`src/rtl/keypad_pkg.sv`:
```
// Shared types, defaults and small helpers for the 4x4 keypad scanner.
package keypad_pkg;

  typedef enum logic [1:0] {
    SCAN     = 2'd0,
    DEBOUNCE = 2'd1,
    PRESSED  = 2'd2,
    RELEASE  = 2'd3
  } kp_state_t;

  localparam int          DEF_SCAN_DIV = 50000;
  localparam int          DEF_DEB_CYC  = 1000000;
  localparam logic [15:0] NO_KEY       = 16'h0000;

  // True when exactly one of the active-low row lines is pulled low.
  function automatic logic single_low(input logic [3:0] v);
    logic [3:0] a;
    a = ~v;
    return (a != 4'd0) && ((a & (a - 4'd1)) == 4'd0);
  endfunction

  function automatic logic [1:0] low_index(input logic [3:0] v);
    logic [1:0] idx;
    case (v)
      4'b1110: idx = 2'd0;
      4'b1101: idx = 2'd1;
      4'b1011: idx = 2'd2;
      4'b0111: idx = 2'd3;
      default: idx = 2'd0;
    endcase
    return idx;
  endfunction

  function automatic logic [15:0] key_code(input logic [1:0] r, input logic [1:0] c);
    return 16'd1 << {r, c};
  endfunction

  function automatic logic [3:0] col_drive(input logic [1:0] c);
    return ~(4'b0001 << c);
  endfunction

endpackage

```
`src/rtl/keypad_scan_if.sv`:
```
// Keypad pins plus decoded key outputs; master is the keypad/host side.
interface keypad_scan_if;
  logic [3:0]  row;
  logic [3:0]  col;
  logic [15:0] onehot;
  logic        key_pulse;

  modport master (output row, input col, input onehot, input key_pulse);
  modport slave  (input row, output col, output onehot, output key_pulse);
endinterface

```
`src/rtl/keypad_scan_sync2.sv`:
```
// Two-flop synchronizer for the asynchronous keypad row lines; idles all-ones.
module sync2 #(
  parameter int W = 4
) (
  input  logic         clk,
  input  logic         rst,
  input  logic [W-1:0] d,
  output logic [W-1:0] q
);
  logic [W-1:0] meta_r;
  logic [W-1:0] q_r;

  // Two-stage capture chain.
  always_ff @(posedge clk) begin
    if (rst) begin
      meta_r <= {W{1'b1}};
      q_r    <= {W{1'b1}};
    end else begin
      meta_r <= d;
      q_r    <= meta_r;
    end
  end

  assign q = q_r;
endmodule

```
`src/rtl/keypad_scan.sv`:
```
// 4x4 keypad column scanner with press/release debouncing and one-hot key output.
module keypad_scan
  import keypad_pkg::*;
#(
  parameter int SCAN_DIV = DEF_SCAN_DIV,
  parameter int DEB_CYC  = DEF_DEB_CYC
) (
  input logic          clk,
  input logic          RSTn,
  keypad_scan_if.slave kp
);
  localparam int SW = (SCAN_DIV > 1) ? $clog2(SCAN_DIV) : 1;
  localparam int DW = (DEB_CYC > 1) ? $clog2(DEB_CYC) : 1;
  localparam logic [SW-1:0] SCAN_LAST = SW'(SCAN_DIV - 1);
  localparam logic [DW-1:0] DEB_LAST  = DW'(DEB_CYC - 1);

  logic [3:0]    rs_s;
  kp_state_t     state_r, state_nxt;
  logic [1:0]    col_idx_r, col_idx_nxt;
  logic [3:0]    col_r, col_nxt;
  logic [SW-1:0] div_r, div_nxt;
  logic [DW-1:0] deb_r, deb_nxt;
  logic [3:0]    pat_r, pat_nxt;
  logic [1:0]    row_idx_r, row_idx_nxt;
  logic [15:0]   onehot_r, onehot_nxt;
  logic          pulse_r, pulse_nxt;

  sync2 #(.W(4)) u_sync (
    .clk (clk),
    .rst (RSTn),
    .d   (kp.row),
    .q   (rs_s)
  );

  // State and datapath registers.
  always_ff @(posedge clk) begin
    if (RSTn) begin
      state_r   <= SCAN;
      col_idx_r <= 2'd0;
      col_r     <= 4'b1110;
      div_r     <= '0;
      deb_r     <= '0;
      pat_r     <= 4'b1111;
      row_idx_r <= 2'd0;
      onehot_r  <= NO_KEY;
      pulse_r   <= 1'b0;
    end else begin
      state_r   <= state_nxt;
      col_idx_r <= col_idx_nxt;
      col_r     <= col_nxt;
      div_r     <= div_nxt;
      deb_r     <= deb_nxt;
      pat_r     <= pat_nxt;
      row_idx_r <= row_idx_nxt;
      onehot_r  <= onehot_nxt;
      pulse_r   <= pulse_nxt;
    end
  end

  // Next-state and output decode; col stays frozen outside SCAN.
  always_comb begin
    state_nxt   = state_r;
    col_idx_nxt = col_idx_r;
    div_nxt     = div_r;
    deb_nxt     = deb_r;
    pat_nxt     = pat_r;
    row_idx_nxt = row_idx_r;
    onehot_nxt  = onehot_r;
    pulse_nxt   = 1'b0;

    case (state_r)
      SCAN: begin
        if (div_r == SCAN_LAST) begin
          div_nxt = '0;
          if (single_low(rs_s)) begin
            state_nxt   = DEBOUNCE;
            pat_nxt     = rs_s;
            row_idx_nxt = low_index(rs_s);
            deb_nxt     = '0;
          end else begin
            col_idx_nxt = col_idx_r + 2'd1;
          end
        end else begin
          div_nxt = div_r + SW'(1);
        end
      end
      DEBOUNCE: begin
        if (rs_s != pat_r) begin
          state_nxt   = SCAN;
          col_idx_nxt = col_idx_r + 2'd1;
          div_nxt     = '0;
        end else if (deb_r == DEB_LAST) begin
          state_nxt  = PRESSED;
          onehot_nxt = key_code(row_idx_r, col_idx_r);
          pulse_nxt  = 1'b1;
        end else begin
          deb_nxt = deb_r + DW'(1);
        end
      end
      PRESSED: begin
        if (rs_s != pat_r) begin
          state_nxt = RELEASE;
          deb_nxt   = '0;
        end else begin
          state_nxt = PRESSED;
        end
      end
      RELEASE: begin
        // Any low line, even a different key, falls back to the held state.
        if (rs_s != 4'b1111) begin
          state_nxt = PRESSED;
        end else if (deb_r == DEB_LAST) begin
          state_nxt   = SCAN;
          onehot_nxt  = NO_KEY;
          col_idx_nxt = col_idx_r + 2'd1;
          div_nxt     = '0;
          deb_nxt     = '0;
        end else begin
          deb_nxt = deb_r + DW'(1);
        end
      end
      default: begin
        state_nxt   = SCAN;
        col_idx_nxt = 2'd0;
        div_nxt     = '0;
        deb_nxt     = '0;
        onehot_nxt  = NO_KEY;
      end
    endcase

    col_nxt = col_drive(col_idx_nxt);
  end

  assign kp.col       = col_r;
  assign kp.onehot    = onehot_r;
  assign kp.key_pulse = pulse_r;
endmodule

```
`src/flat_wrapper.sv`:
```
// flat-port wrapper written by rule: the top's interface ports become plain ports
module keypad_scan_flat import keypad_pkg::*;
#(
  parameter int SCAN_DIV = DEF_SCAN_DIV,
  parameter int DEB_CYC  = DEF_DEB_CYC
)
  (clk, RSTn, kp_row, kp_col, kp_onehot, kp_key_pulse);
  keypad_scan_if kp_i ();
  input logic clk;
  input logic RSTn;
  input wire logic [$bits(kp_i.row)-1:0] kp_row;
  output wire logic [$bits(kp_i.col)-1:0] kp_col;
  output wire logic [$bits(kp_i.onehot)-1:0] kp_onehot;
  output wire logic [$bits(kp_i.key_pulse)-1:0] kp_key_pulse;
  assign kp_i.row = kp_row;
  assign kp_col = kp_i.col;
  assign kp_onehot = kp_i.onehot;
  assign kp_key_pulse = kp_i.key_pulse;
  keypad_scan #(.SCAN_DIV(SCAN_DIV), .DEB_CYC(DEB_CYC)) u_core (.clk(clk), .RSTn(RSTn), .kp(kp_i));
endmodule
```
`config.mk`:
```
export PLATFORM = sky130hd
export DESIGN_NAME = keypad_scan_flat
export DESIGN_NICKNAME = d
export VERILOG_FILES = /design/src/rtl/keypad_pkg.sv /design/src/rtl/keypad_scan_if.sv /design/src/rtl/keypad_scan_sync2.sv /design/src/rtl/keypad_scan.sv /design/src/flat_wrapper.sv
export SDC_FILE = /design/constraint.sdc
export NUM_CORES = 1
export LEC_CHECK = 0
export ABC_AREA = 0
export BUFFER_PORTS_ARGS = -buffer_cell sky130_fd_sc_hd__buf_2
export CAP_MARGIN = 20
export CORE_ASPECT_RATIO = 1.5
export CORE_MARGIN = 5
export CORE_UTILIZATION = 52
export DETAILED_ROUTE_END_ITERATION = 10
export PLACE_DENSITY = 0.75
export SETUP_SLACK_MARGIN = 0.5
export SKIP_LAST_GASP = 1
export SYNTH_ARGS = -nofsm -noshare
export SYNTH_HDL_FRONTEND = slang
export SYNTH_HIERARCHICAL = 1
export SYNTH_SLANG_ARGS = --single-unit
```
`constraint.sdc`:
```
create_clock -name clk -period 2.4 [get_ports clk]
set_clock_uncertainty 0.2 [all_clocks]
set_input_delay 0.48 -clock clk [delete_from_list [all_inputs] [get_ports clk]]
set_output_delay 0.48 -clock clk [all_outputs]
set_load 0.02 [all_outputs]
```
==> results of run 1 <==
stage by stage:
| step | worst slack [ns] | total power [mW] | utilization | hold WS (ns) | area, um2 |
|---|---|---|---|---|---|
| 4_1_cts | 0.115 | 2.40 | 0.752 | 0.0852 | 5080 |
| 3_5_place_dp | 0.000574 | 1.37 | 0.607 | 0.190 | 4100 |
| 2_1_floorplan | 0.123 | 1.35 | - | 0.183 | 3660 |
| 3_3_place_gp | 0.0382 | 1.37 | 0.607 | 0.186 | 4100 |
| 6_report | -0.136 | 2.42 | 0.813 | 0.102 | 5500 |
| 5_1_grt | -0.152 | 2.49 | 0.813 | 0.0981 | 5500 |
cell families after synthesis:
kind of cell             share of synthesized area
AO/OA/AOI/OAI                                0.181
XOR/XNOR                                    0.0612
adder cells (fa/ha/maj)                     0.0211
buffers and inverters                       0.0391
flip-flops                                   0.422
multiplexers                                0.0144
AND/OR/NAND/NOR                              0.261
per-layer routing:
metal / routed length (um) / vias up
li1: - / 1702
met1: 4660 / 1853
met2: 6930 / 216
met3: 667 / 77
met4: 824 / 0
met5: 0 / -
layout make-up:
| class | count | area (um2) | share of cell area |
|---|---|---|---|
| Timing Repair Buffer | 117 | 931 | 0.169 |
| Multi-Input combinational cell | 304 | 2670 | 0.485 |
| Inverter | 9 | 33.8 | 0.00614 |
| Clock buffer | 13 | 169 | 0.0307 |
| Sequential cell | 75 | 1560 | 0.283 |
| Tap cell | 78 | 97.6 | 0.0178 |
| Clock inverter | 3 | 45.0 | 0.00819 |
critical path: cells and delay by family (launching register included):
kind / cells / cell delay (ns)
AOI/OAI and AO/OA: 4 / 0.66
buffers and inverters: 3 / 0.66
DFF: 1 / 0.39
and+or+nand+nor: 2 / 0.55
registers in the layout (all words and copies together) (netlist names):
| register | count |
|---|---|
| u_core/deb_r | 20 |
| u_core/div_r | 16 |
| u_core/kp.col | 4 |
| u_core/col_idx_r | 2 |
| u_core/state_r | 2 |
| u_core/kp.onehot | 16 |
| u_core/kp.key_pulse | 1 |
| u_core/u_sync/meta_r | 4 |
| u_core/u_sync/q | 4 |
| u_core/row_idx_r | 2 |
| u_core/pat_r | 4 |
how the worst min path moves through the flow:
stage / startpoint / endpoint / slack, ns / cells past startpoint
floorplan: u_core/u_sync/meta_r[0]$_SDFF_PP1_ / u_core/u_sync/q[0]$_SDFF_PP1_ / 0.18 / 1
global placement: u_core/u_sync/meta_r[2]$_SDFF_PP1_ / u_core/u_sync/q[2]$_SDFF_PP1_ / 0.19 / 1
detailed placement: u_core/u_sync/meta_r[1]$_SDFF_PP1_ / u_core/u_sync/q[1]$_SDFF_PP1_ / 0.19 / 1
CTS: kp_row[0] / u_core/u_sync/meta_r[0]$_SDFF_PP1_ / 0.09 / 2
global route: kp_row[1] / u_core/u_sync/meta_r[1]$_SDFF_PP1_ / 0.1 / 2
finish: kp_row[0] / u_core/u_sync/meta_r[0]$_SDFF_PP1_ / 0.10 / 2
placed cells by master (no fill, tap or decap), drive strengths merged, types with 5 or more instances in the layout:
cell type and n:
buf 116, dfxtp 75, a21oi 39, nor2 37
nand2 34, nand3 28, xor2 15, o21ai 15
clkbuf 14, or3 12, or2 11, inv 9
and3 9, xnor2 9, nand4 8, o211ai 7
and4 6, ha 6, a311oi 5
power breakdown:
group / internal, mW / switching, mW
combinational: 0.0509 / 0.0700
sequential: 1.25 / 0.0118
clock: 0.566 / 0.474
repair_timing:
item	4_1_cts	5_1_grt
resized for setup	117	72
setup buffers	32	11
setup endpoints to repair	65	67
cloned	4	1
pin swaps	75	39
==> flow_summary.toml, run 1 <==
[outcome]
status = "finished with violations"
violations = "negative setup slack"

[grt]
met2_usage = 0.451
grt_pass1_vias = 3762
grt_pass1_wl_um = 17500
use_met3 = 0.0488
top_usage_layer = "met2"
use_met1 = 0.257
grt_usage = 0.252
grt_overflow = 0
grt_max_degree = 20
antenna_found_initial = 0

[worst_setup_path]
setup.worst_path.start_class = "flip-flop"
endpoint = "u_core/deb_r[18]$_SDFFE_PP0P_"
cp_max_fo = 7
worstPathRequired_ns = 2.49
cp-end-kind = "flip-flop"
path_cells = "nor4_4, nand4_1, buf_4, o211ai_1, buf_4, a311oi_2, buf_4, a31o_4, a21oi_2"
r2r-end = "u_core/deb_r[18]$_SDFFE_PP0P_"
crit_slowest_cell = "dfxtp_4"
critPathKind = "reg2reg"
crit_path_frequent_cell = "buf_4"
reg2reg_from = "u_core/deb_r[8]$_SDFFE_PP0P_"
reg2regPathDepth = 9
cp.arrival_ns = 2.62
cp-startpoint = "u_core/deb_r[8]$_SDFFE_PP0P_"
reg2reg_slack_ns = -0.14
critPathMaxStageDelay_ns = 0.39

[run]
drv_cap = 0

[routing]
vias = 3848
ant_nets = 0
vias_per_cell = 6.42
dr.pass1.iters = 5
wl_per_cell_um = 21.8
drtIter0Drc = 396
route.detailed.drc = 0
wirelength_um = 13100

[logic_synthesis]
netlist_area_um2 = 3550
syn-instance-count = 406
avgSynthCellArea_um2 = 8.76
syn_nets = 418
synth.top_cell.area_share = 0.422
ys_top_cells_by_area = "dfxtp_1, a21oi_1, nand3_1"
synth.most_common_cell = "dfxtp_1"
synth-seq-cells = 75
synthArstFlopShare = 0
yosysSeqAreaShare = 0.422
synth_top_cell_by_area = "dfxtp_1"
ys_warn_count = 6
ys.flop_type = "dfxtp_1"
synth_edf_count = 0
yosys-top-cells-count = "dfxtp_1, a21oi_1, nor2_1, nand2_1, nand3_1"
synth_cell_types = 59

[die]
dieArea_um2 = 8620
die_x_um = 77.5
core_um2 = 6760
std_cell_rows = 37
start_util = 0.526
die_h_um = 111
ios = 27

[worst_hold_path]
min_path_type = "in2reg"

[timing]
fin_crit_ns = 2.54
max_slew.worst_pin.slew_ns = 0.876
slew_headroom = 0.412
drv_slew = 0
fin_ws_ns = -0.136
fmax_mhz = 394
finalHoldViolations = 0
final.setup.tns_ns = -1.49
setup_violations = 23
rsz0062_at_grt = "yes"
fin_crit_sh = 1.06

[clock_network]
clkSlewWorstSetupHoldPaths_ns = 0.07
cts_buffer_depth = 2
root_buffer = "clkbuf_8"
clock_sinks = 75
numCtsBuffers = 9
cts_tree = "yes"
htree_levels = 3
clock_latency_ns = 0.37
postCtsHoldBufs = 0

[power_and_ir_drop]
peakVddDrop_uv = 460
leakage_nw = 1.98
power_density_nw_per_um2 = 440

[layout]
drive_above_1_share = 0.524
nFillCells = 353
syn2layout_area_growth_pct = 54.7
nNetsFinal = 528
stdcell_count = 599
diodes = 0

[place]
gp_congestion = 0.852
hpwl_um = 6160
placedCellCount = 535
portBuffers = 26
Power figures use the tool's default switching activity.
==> inputs of run 2 (changes only) <==
- ABC_AREA: 0 -> 1
==> run 2 against run 1 <==
Compared with the run above: the flow now finishes without violations; cell count increased by 38%; global-route usage decreased by 2.2 points; non-clock buffer count decreased by 60; critical path type unchanged; critical endpoint unchanged; largest cell class unchanged; highest routed layer unchanged.
==> flow_summary.toml, run 2 <==
[layout]
layout_common_cells = "nand2_1, inv_1, dfxtp_1, nor2_1, nand3_1"
diodes = 0
nFillCells = 710
multi_input_area_um2 = 2690
mostFrequentLayoutCell = "nand2_1"
design_area_um2 = 5380
largest_register_ff_count = 20
largest_register = "u_core/deb_r"
syn2layout_area_growth_pct = 22.0
nNetsFinal = 725
seqCellArea_um2 = 1530
drive_above_1_share = 0.258

[place]
dpl_cell_area_um2 = 4630
portBuffers = 26
hpwl_um = 7480
gp_congestion = 0.964

[worst_setup_path]
reg2regPathDepth = 12
critPathKind = "reg2reg"
cp.arrival_ns = 1.93
worstPathRequired_ns = 2.44
reg2reg_slack_ns = 0.51
r2r-end = "u_core/deb_r[18]$_SDFFE_PP0P_"
cp_max_fo = 7
reg2reg_from = "u_core/div_r[0]$_SDFFE_PP0P_"
setup.worst_path.start_class = "flip-flop"
cp-end-kind = "flip-flop"

[logic_synthesis]
ys_top_cells_by_area = "dfxtp_1, nand2_1, inv_1"
ys_warn_count = 6
synth_top_cell_by_area = "dfxtp_1"
netlist_area_um2 = 4410
synth-seq-cells = 75
avgSynthCellArea_um2 = 6.70
yosysSeqAreaShare = 0.341
ys.flop_type = "dfxtp_1"
synth.most_common_cell = "nand2_1"
synth.top_cell.area_share = 0.341
synth_cell_types = 37
syn_nets = 670
syn-instance-count = 658
synthArstFlopShare = 0
yosys-top-cells-count = "nand2_1, dfxtp_1, inv_1, nor2_1, nand3_1"
synth_edf_count = 0

[power_and_ir_drop]
p_sw_frac = 0.219
leakage_nw = 2.35
power_density_nw_per_um2 = 506
clockPowerShare = 0.503
p_int_mw = 2.12
seqPwrFrac = 0.466
netSwitchingPower_uw = 596
peakVddDrop_uv = 469
combPwrFrac = 0.031

[die]
die_h_um = 123
ios = 27
std_cell_rows = 41
core_um2 = 8360
dieArea_um2 = 10500
start_util = 0.527
die_x_um = 85.2

[timing]
drv_slew = 0
final.setup.tns_ns = 0
setup_violations = 0
whs_ns = 0.107
slew_headroom = 0.703
finalHoldViolations = 0
rsz0062_at_grt = "yes"
max_slew.worst_pin.slew_ns = 0.445
fmax_mhz = 528
fin_crit_ns = 1.89
fin_crit_sh = 0.789

[clock_network]
numCtsBuffers = 9
cts_tree = "yes"
clock_latency_ns = 0.34
postCtsHoldBufs = 0
clkSlewWorstSetupHoldPaths_ns = 0.06
clock_sinks = 75
htree_levels = 3
root_buffer = "clkbuf_16"
cts_buffer_depth = 2

[worst_hold_path]
min_from = "kp_row[2]"
min_path_type = "in2reg"
whs_path_depth = 3
whs_endpoint = "u_core/u_sync/meta_r[2]$_SDFF_PP1_"

[grt]
grt_pass1_vias = 4504
grt_overflow = 0
grt_usage = 0.229
antenna_found_initial = 0
grt_pass1_wl_um = 19600
grt_max_degree = 31

[routing]
vias_per_cell = 5.67
drtIter0Drc = 431
wirelength_um = 11700
ant_nets = 0
route.detailed.drc = 0
wl_per_cell_um = 14.2
vias = 4678
dr.pass1.iters = 6

[outcome]
status = "complete, no violations"

[run]
drv_cap = 0
[run 2: cell count changes in the layout (fill, tap and decap cells not counted), moves of 15 or more]
| cell | change |
|---|---|
| buf_6 | -18 |
| buf_4 | -39 |
| nand3_1 | +34 |
| inv_1 | +55 |
| a21oi_2 | -21 |
| o21ai_0 | +24 |
| nand2_2 | +17 |
| a21oi_1 | +28 |
| nand2_1 | +149 |
| nor2_1 | +18 |
| o211a_1 | +15 |
[run 2: how the worst max path moves through the flow]
stage | from | endpoint | slack (ns) | cells after the start
after floorplan | u_core/div_r[0]$_SDFFE_PP0P_ | u_core/deb_r[17]$_SDFFE_PP0P_ | 0.51 | 13
after global placement | u_core/div_r[0]$_SDFFE_PP0P_ | u_core/deb_r[16]$_SDFFE_PP0P_ | 0.21 | 12
after detailed placement | u_core/div_r[0]$_SDFFE_PP0P_ | u_core/deb_r[10]$_SDFFE_PP0P_ | 0.15 | 12
after CTS | u_core/div_r[0]$_SDFFE_PP0P_ | u_core/deb_r[18]$_SDFFE_PP0P_ | 0.49 | 12
after global routing | u_core/div_r[0]$_SDFFE_PP0P_ | u_core/deb_r[19]$_SDFFE_PP0P_ | 0.34 | 13
final | u_core/div_r[0]$_SDFFE_PP0P_ | u_core/deb_r[18]$_SDFFE_PP0P_ | 0.51 | 12
[run 2: cell type report]
class	count	share of cell area
timing repair inverter	4	0.00582
multi-input combinational	486	0.500
inverter	80	0.0577
clock buffer	11	0.0451
timing repair buffer	57	0.0698
tap	107	0.0249
sequential	75	0.285
clock inverter	5	0.0112
[run 2: per-stage QoR]
stage	util	worst slack (ns)	total power [mW]	instances
floorplan	-	0.509	1.35	658
global placement	0.554	0.213	1.36	782
detailed placement	0.554	0.146	1.37	782
CTS	0.622	0.492	2.74	817
global route	0.643	0.338	2.81	825
finish	0.643	0.505	2.72	825
[run 2: worst max-delay path, stage by stage, from the launching register on]
cell,delay [ns]
dfxtp_4,0.37
ha_4,0.15
nand3_4,0.08
inv_2,0.09
nand2_4,0.06
nor2_4,0.10
nand2_2,0.08
nand2_4,0.10
nand2_8,0.09
nor2_8,0.23
nand3_2,0.10
nand2_2,0.09
nor2_1,0.05
[run 2: per-layer routing]
| metal | part of all wire | vias to the layer above | track usage |
|---|---|---|---|
| li1 | - | 2258 | - |
| met1 | 0.39 | 2172 | 0.248 |
| met2 | 0.52 | 206 | 0.407 |
| met3 | 0.061 | 42 | 0.0510 |
| met4 | 0.032 | 0 | 0.133 |
| met5 | 0 | - | 0 |
[run 2: kinds of logic after synthesis]
logic type	after synthesis	share of synthesized area
simple gates	372	0.394
buf+inv	99	0.0945
compound gates	98	0.138
flops	75	0.341
xor+xnor	8	0.0159
fa+ha+maj	6	0.0170
[run 2: power by group through the flow]
| stage | Clock, mW | Combinational [mW] | Sequential, mW |
|---|---|---|---|
| CTS | 1.39 | 0.0787 | 1.27 |
| finish | 1.37 | 0.0849 | 1.27 |
| floorplan | 0 | 0.0545 | 1.29 |
| global route | 1.45 | 0.0949 | 1.27 |
| detailed placement | 0 | 0.0745 | 1.29 |
| global placement | 0 | 0.0720 | 1.29 |
[run 2: timing repair]
item | in CTS | in global routing
endpoints found under the setup margin | 60 | 62
resized for setup | 31 | 42
pin swaps | 11 | 6
gates cloned | 6 | 0
buffers inserted | 13 | 8
